### config.mk
export PLATFORM = sky130hd
export DESIGN_NAME = eth_tx_framer
export DESIGN_NICKNAME = d
export VERILOG_FILES = /design/src/rtl/eth_tx_pkg.sv /design/src/rtl/eth_tx_framer.sv
export SDC_FILE = /design/constraint.sdc
export NUM_CORES = 1
export LEC_CHECK = 0
export CAP_MARGIN = 20
export CORE_ASPECT_RATIO = 2
export CORE_MARGIN = 4
export CORE_UTILIZATION = 51
export DETAILED_ROUTE_END_ITERATION = 10
export GPL_TIMING_DRIVEN = 0
export PLACE_DENSITY = 0.95
export SLEW_MARGIN = 10
export SYNTH_ARGS = -nofsm -noshare
export SYNTH_HDL_FRONTEND = slang
export SYNTH_SLANG_ARGS = --single-unit
### constraint.sdc
create_clock -name sys_clk -period 6.1 [get_ports sys_clk]
set_input_delay 0.915 -clock sys_clk [delete_from_list [all_inputs] [get_ports sys_clk]]
set_output_delay 0.915 -clock sys_clk [all_outputs]
set_load 0.005 [all_outputs]
### src/rtl/eth_tx_pkg.sv
// Shared types and defaults for the Ethernet TX framer: state encoding,
// frame-size limits and the header word selector.
package eth_tx_pkg;

  localparam int DATA_W = 32;
  localparam int HDR_WORDS = 4;
  localparam int DEF_MIN_WORDS = 11;
  localparam int DEF_MAX_WORDS = 368;
  localparam logic [15:0] DEF_ETHERTYPE = 16'h88B5;

  typedef enum logic [1:0] {
    ST_IDLE,
    ST_HDR,
    ST_PAYLOAD,
    ST_PAD
  } state_t;

  // Big-endian header: dst MAC, src MAC, ethertype, then the 16-bit sequence.
  function automatic logic [DATA_W-1:0] hdr_word(input logic [47:0] dst,
                                                 input logic [47:0] src,
                                                 input logic [15:0] etype,
                                                 input logic [15:0] seq,
                                                 input logic [1:0]  idx);
    case (idx)
      2'd0:    return dst[47:16];
      2'd1:    return {dst[15:0], src[47:32]};
      2'd2:    return src[31:0];
      default: return {etype, seq};
    endcase
  endfunction

endpackage

### src/rtl/eth_tx_framer.sv
// Frames upstream payload words into Ethernet frames for the MAC ff_tx stream:
// 4 header words, N payload words (zero-latency pass-through), zero pad to minimum.
module eth_tx_framer
  import eth_tx_pkg::*;
#(
  parameter logic [47:0] DST_MAC   = 48'hFFFF_FFFF_FFFF,
  parameter logic [47:0] SRC_MAC   = 48'h0201_0203_0405,
  parameter logic [15:0] ETHERTYPE = DEF_ETHERTYPE,
  parameter int          MAX_WORDS = DEF_MAX_WORDS,
  parameter int          MIN_WORDS = DEF_MIN_WORDS
) (
  input  logic              sys_clk,
  input  logic              rst_n,
  input  logic              i_start,
  input  logic [8:0]        i_len_words,
  output logic              o_busy,
  output logic              o_len_err,
  input  logic [DATA_W-1:0] i_pl_data,
  input  logic              i_pl_vld,
  output logic              o_pl_rdy,
  output logic [DATA_W-1:0] o_tx_data,
  output logic              o_tx_vld,
  output logic              o_tx_sop,
  output logic              o_tx_eop,
  input  logic              i_tx_rdy,
  output logic [15:0]       o_seq,
  output logic [15:0]       o_frame_cnt
);

  localparam logic [8:0] MAX_L    = 9'(MAX_WORDS);
  localparam logic [8:0] MIN_L    = 9'(MIN_WORDS);
  localparam logic [1:0] HDR_LAST = 2'(HDR_WORDS - 1);

  state_t      state, state_nxt;
  logic [1:0]  hdr_idx;
  logic [8:0]  word_cnt;
  logic [8:0]  len_q;
  logic [15:0] seq;
  logic [15:0] frame_cnt;
  logic        len_err;

  logic req_zero, req_clamp, req_take;
  logic last_pl, last_pad, xfer, eop_xfer;

  assign req_zero  = (i_len_words == 9'd0);
  assign req_clamp = (i_len_words > MAX_L);
  assign req_take  = (state == ST_IDLE) && i_start && !req_zero;

  // word_cnt keeps counting through PAD, so the pad ends when it reaches MIN-1.
  assign last_pl  = (word_cnt == len_q - 9'd1);
  assign last_pad = (word_cnt == MIN_L - 9'd1);

  assign xfer     = o_tx_vld && i_tx_rdy;
  assign eop_xfer = xfer && o_tx_eop;

  assign o_busy      = (state != ST_IDLE);
  assign o_len_err   = len_err;
  assign o_seq       = seq;
  assign o_frame_cnt = frame_cnt;

  always_ff @(posedge sys_clk or negedge rst_n) begin
    if (!rst_n) begin
      state <= ST_IDLE;
    end else begin
      state <= state_nxt;
    end
  end

  always_comb begin
    state_nxt = state;
    o_tx_data = '0;
    o_tx_vld  = 1'b0;
    o_tx_sop  = 1'b0;
    o_tx_eop  = 1'b0;
    o_pl_rdy  = 1'b0;
    unique case (state)
      ST_IDLE: begin
        if (req_take) state_nxt = ST_HDR;
      end
      ST_HDR: begin
        o_tx_vld  = 1'b1;
        o_tx_data = hdr_word(DST_MAC, SRC_MAC, ETHERTYPE, seq, hdr_idx);
        o_tx_sop  = (hdr_idx == 2'd0);
        if (i_tx_rdy && hdr_idx == HDR_LAST) state_nxt = ST_PAYLOAD;
      end
      ST_PAYLOAD: begin
        o_tx_data = i_pl_data;
        o_tx_vld  = i_pl_vld;
        o_pl_rdy  = i_tx_rdy;
        o_tx_eop  = last_pl && (len_q >= MIN_L);
        if (i_pl_vld && i_tx_rdy && last_pl)
          state_nxt = (len_q < MIN_L) ? ST_PAD : ST_IDLE;
      end
      ST_PAD: begin
        o_tx_vld = 1'b1;
        o_tx_eop = last_pad;
        if (i_tx_rdy && last_pad) state_nxt = ST_IDLE;
      end
      default: state_nxt = ST_IDLE;
    endcase
  end

  always_ff @(posedge sys_clk or negedge rst_n) begin
    if (!rst_n) begin
      hdr_idx   <= 2'd0;
      word_cnt  <= 9'd0;
      len_q     <= 9'd0;
      seq       <= 16'd0;
      frame_cnt <= 16'd0;
      len_err   <= 1'b0;
    end else begin
      len_err <= (state == ST_IDLE) && i_start && (req_zero || req_clamp);
      if (req_take) begin
        len_q    <= req_clamp ? MAX_L : i_len_words;
        hdr_idx  <= 2'd0;
        word_cnt <= 9'd0;
      end
      if (state == ST_HDR && xfer) hdr_idx <= hdr_idx + 2'd1;
      if ((state == ST_PAYLOAD || state == ST_PAD) && xfer) word_cnt <= word_cnt + 9'd1;
      if (eop_xfer) begin
        seq       <= seq + 16'd1;
        frame_cnt <= frame_cnt + 16'd1;
      end
    end
  end

endmodule

* Word-level counts from Yosys, hierarchy flattened *
Cells that the tools add are included.

word-level totals
  register bits = 55
  input bits = 46

operators by class
  magnitude comparators = 3
  equality and inequality tests = 12
  $add $sub $neg = 5
  mux-type cells = 17
  reduce and logical (&&, ||, !) cells = 23

operators by type and width
  cell                     number
  $pmux W32 S3             1
  $pmux W32 S2             1
  $add A16 B1 Y16 const B  2
  $mux W9                  3
  $mux W2                  7
  $logic_and A1 B1 Y1      12
  $add A9 B1 Y9 const B    1
  $eq A9 B4 Y1 const B     1
  $eq A9 B9 Y1             1
  $ge A9 B4 Y1 const B     1
  $gt A9 B9 Y1 const B     1
  $logic_not A9 Y1         1
  $lt A9 B4 Y1 const B     1
  $sub A9 B1 Y9 const B    1
  $eq A2 B2 Y1 const B     4
  $ne A2 B2 Y1 const B     4
  $pmux W2 S4              1
  $reduce_bool A2 Y1       3
  $eq A2 B1 Y1 const B     2
  $logic_not A2 Y1         2
  $pmux W1 S2              2
  $reduce_and A4 Y1        1
  $add A2 B1 Y2 const B    1
  $logic_or A1 B1 Y1       2
  3 further kinds          4

* Depth between registers and ports, before layout *
  word-level depth = 6
  gate-level depth with buffers = 10
  mapped depth without buffers = 9

* Worst setup path before layout *
No wires, ideal clock.

  kind = register to output
  start = register len_q[0]
  end = output o_tx_eop
  cell stages (with the launch flop) = 9
  path buffers = 0
  slack = 3292 ps
  data required time = 5185 ps
  arrival = 1893 ps
  cell sequence = dfrtp_1 > inv_1 > ha_1 > nor2b_1 > or3_1 > a311o_1 > nor3_4 > nand4_1 > nand2_1

on the way
  cells in the longest elaborated chain, start to end = 4

ends and longest elaborated chain
  what                     line                  RTL
  from (decl)              eth_tx_framer.sv:37   logic [8:0] len_q;
  from (signal assigned)   eth_tx_framer.sv:114  len_q <= req_clamp ? MAX_L : i_len_words;
  $sub A9 B1 Y9            eth_tx_framer.sv:50   assign last_pl = (word_cnt == len_q - 9'd1);
  $eq A9 B9 Y1             eth_tx_framer.sv:50
  $logic_and A1 B1 Y1 (*)  eth_tx_framer.sv:90   o_tx_eop = last_pl && (len_q >= MIN_L);
  $pmux W1 S2 (*)          eth_tx_framer.sv:76   unique case (state)
  to (decl)                eth_tx_framer.sv:24   output logic o_tx_eop,

Mark *: on every way between the ends. The rest lies on a longest branch, timed or not.

* Worst setup path after layout *
Same ends and word-level chain as after synthesis.

==> impl_metrics.json <==
{
  "yosys-top-cells-area": "dfrtp_1 (37%), xnor2_1 (6.1%), ha_1 (5.4%)",
  "reg2reg_slack_ns": 3.14,
  "postSynthRegisterBits": 55,
  "die-width_um": 68.3,
  "launch_instance_of_the_worst_register_to_register_path": "len_q[0]",
  "clk_transition_reported_paths_ns": 0.07,
  "crit_path_max_fanout": 7,
  "p_leak_nw": 2.19,
  "crit_type": "flip-flop to primary output",
  "die_h_um": 129,
  "synthDominantCellAreaShare_pct": 37.1,
  "timing_hold_violations_final": 0,
  "drv_cap": 0,
  "synth_top_family_by_area": "simple AND/OR/NAND/NOR gates",
  "placement_cell_area_mm2": 0.00499,
  "synth-warning-count": 0,
  "post_layout_inst_area_mm2": 0.00516,
  "grt_first_pass_wirelength_um": 17600,
  "cts_root_buf": "clkbuf_16",
  "yosys.area_share.xor_xnor_pct": 10.4,
  "cts.repair_timing.setup_buffer_count": 0,
  "syn-mean-instance-area_um2": 8.68,
  "grt_setup_unrepaired": "false",
  "die_area_mm2": 0.00878,
  "floorplan.io_pins": 116,
  "drtIter0Drc": 244,
  "period_minus_slack_ns": 3.92,
  "final_layout_size_suffix_gt1_share_pct": 4.90,
  "outcome": "finished clean",
  "final-instance-count-excl-fill": 641,
  "nNetsFinal": 612,
  "clock_tree_from_tritoncts": "yes",
  "core_area_mm2": 0.00699,
  "min-delay-path-class": "flip-flop to flip-flop",
  "globalplace.congestion": 0.917,
  "num_antenna_cells": 0,
  "cts_max_level": 2,
  "grt_antenna_before_repair": 0,
  "slew_margin_rel_pct": 47.1,
  "cts_hold_buffers": 0,
  "seq_total_area_yosys_pct": 37.1,
  "multiInputGateArea_mm2": 0.00214,
  "yosys.area.top_type": "dfrtp_1",
  "synthMuxAreaShare_pct": 0.877,
  "remaining_number_of_nets_flagged_by_the_antenna_check_after_routing": 0,
  "layout.area.seq_mm2": 0.00138,
  "cp_data_required_time_ns": 5.18,
  "drc_violation_count_after_routing": 0,
  "grt_pass1_vias": 3757,
  "critical_path.startpoint_type": "flip-flop",
  "placed_cells_incl_taps": 633,
  "buffer_ports.inserted": 115,
  "fin_ws_ns": 2.18,
  "synth_enable_flop_cells": 0,
  "firstDrtPassIters": 7,
  "syn_area_mm2": 0.00371,
  "starting_density_pct": 53.0,
  "power_per_cell_area_mw_per_mm2": 373,
  "cts-buffers-inserted": 5,
  "arrival_ns": 3.01,
  "dominantRegCellSynth": "dfrtp_1",
  "synthAdderAreaFrac_pct": 5.40,
  "timing.final.crit_share_pct": 64.3,
  "max-clock-path-buffers": 2,
  "syn2layout_area_growth_pct": 39.1,
  "fmax_mhz": 255,
  "async_reset_ff_share_pct": 100,
  "detailedPlace.worstSlack_ns": 2.60,
  "num_vias": 3698,
  "synthesis.nets": 489,
  "synth_simple_gate_area_share_pct": 24.6,
  "layout.core_utilization_pct": 73.7,
  "clock_latency_ns": 0.29,
  "dp_hpwl_um": 8300,
  "placement_rows": 43,
  "finalWirelength_um": 10900,
  "worst_hold_path.num_cells": 1,
  "grt_remaining_overflow": 0,
  "setup_total_negative_slack_ns": 0,
  "worst_r2r_endpoint": "o_frame_cnt[1]",
  "nFillCells": 472,
  "clock_skew_ns": 0.00484,
  "peakVddDrop_mv": 0.274,
  "postSynthCellCount": 427,
  "r2r_cells": 9,
  "end_kind": "primary output",
  "cts_num_sinks": 55,
  "min_delay_worst_endpoint": "o_frame_cnt[15]",
  "cts_resized": 0,
  "worst_slew_pin_slew_ns": 0.790,
  "post_drt_via_cell_ratio": 5.77,
  "overall_global_routing_usage_pct": 25.8,
  "wl_per_cell_um": 16.9,
  "synth.lib_cells_used.distinct": 56,
  "maxSlewViolCount": 0,
  "maximum_number_of_pins_on_one_net_before_global_route_repair": 37,
  "timing.hold.worst.start": "o_frame_cnt[15]",
  "finalSetupViolations": 0,
  "synth_compound_area_share_pct": 16.3
}
==> registers in the layout, indices dropped and copies added (netlist names) <==
name	flops
o_frame_cnt	16
o_seq	16
len_q	9
word_cnt	9
hdr_idx	2
state	2
o_len_err	1
==> layout by cell type (no fill, tap or decap), types with 3 or more instances in the layout <==
master / instances
nor4_4: 3
buf_1: 3
nor2_1: 23
nand3_1: 12
xor2_1: 18
nand4_1: 3
buf_2: 3
dfrtp_1: 55
clkdlybuf4s50_1: 114
nand2b_1: 7
o21ai_0: 26
nor4_1: 3
nand2_1: 47
clkbuf_1: 11
nor2b_1: 19
ha_1: 16
o22a_1: 3
clkbuf_16: 5
and2_1: 5
and3_1: 10
xnor2_1: 26
inv_1: 29
nor3_1: 15
a21oi_1: 34
a21boi_0: 17
==> synth_stat cells (2+ instances only) <==
library cell and instances:
buf_1 3, dfrtp_1 55, or3_1 2, and3_1 10
buf_2 2, mux2_2 2, nand2b_1 7, nor4_4 3
nor2_1 23, a31oi_1 2, nand2_1 47, a21boi_0 17
a41o_1 2, or4_1 2, o22a_1 3, and2_1 5
xor2_1 18, xnor2_1 26, ha_1 16, nor3_1 15
inv_1 29, nand3_1 12, nor2b_1 19, buf_6 2
o21ai_1 2, clkbuf_1 11, o21ai_0 26, a21oi_1 34
nand4_1 3, nor4_1 3
==> cell type report <==
type	instances	area share, %
clock inverters	3	0.898
multi-input cells	325	41.4
inverters	29	2.11
clock buffers	5	2.43
repair buffers	116	22.6
flip-flops and latches	55	26.7
well taps	90	2.18
plain buffers	18	1.65
==> layer usage <==
metal	up-vias	part of all wire, %	track usage (%)
met5	-	0	0
met4	0	4.3	11.8
met3	50	4.1	2.53
met2	175	57	48.2
met1	1761	35	27.6
li1	1712	-	-
==> worst max-delay path by stage <==
stage,start,to,depth (start not counted)
5_1_grt,len_q[0],o_tx_eop,9
6_report,len_q[0],o_tx_eop,9
3_5_place_dp,len_q[0],o_tx_eop,9
4_1_cts,len_q[0],o_tx_eop,9
3_3_place_gp,rst_n,o_seq[12],1
2_1_floorplan,len_q[0],o_tx_eop,8
==> worst max-delay path, cell delays in order, from the launching register on <==
cell             delay (ns)
dfrtp_1                0.47
inv_1                  0.09
ha_1                   0.24
nor2b_1                0.13
or3_1                  0.34
a311o_1                0.42
nor3_4                 0.20
nand4_1                0.17
nand2_1                0.14
clkdlybuf4s50_1        0.51
==> power breakdown <==
group	internal [mW]	total (mW)	leakage, nW	switching [mW]
Sequential	0.410	0.476	0.667	0.0659
Combinational	0.594	1.12	1.44	0.525
Clock	0.195	0.328	0.0804	0.133
==> through the flow <==
stage,hold slack [ns],power [mW]
after detailed placement,0.457,1.59
after global placement,0.458,1.55
final,0.468,1.92
after floorplan,0.465,1.05
after CTS,0.471,1.92
after global routing,0.486,2.05
==> cells by family (layout without fill, tap and decap cells) <==
logic type                 Yosys count  in the layout
AOI/OAI and AO/OA                   98             98
and+or+nand+nor                    164            164
DFF                                 55             55
adders and majority gates           16             16
xor gates and xnor gates            44             44
muxes                                3              3
buffers and inverters               47            171
Power figures use the tool's default switching activity.
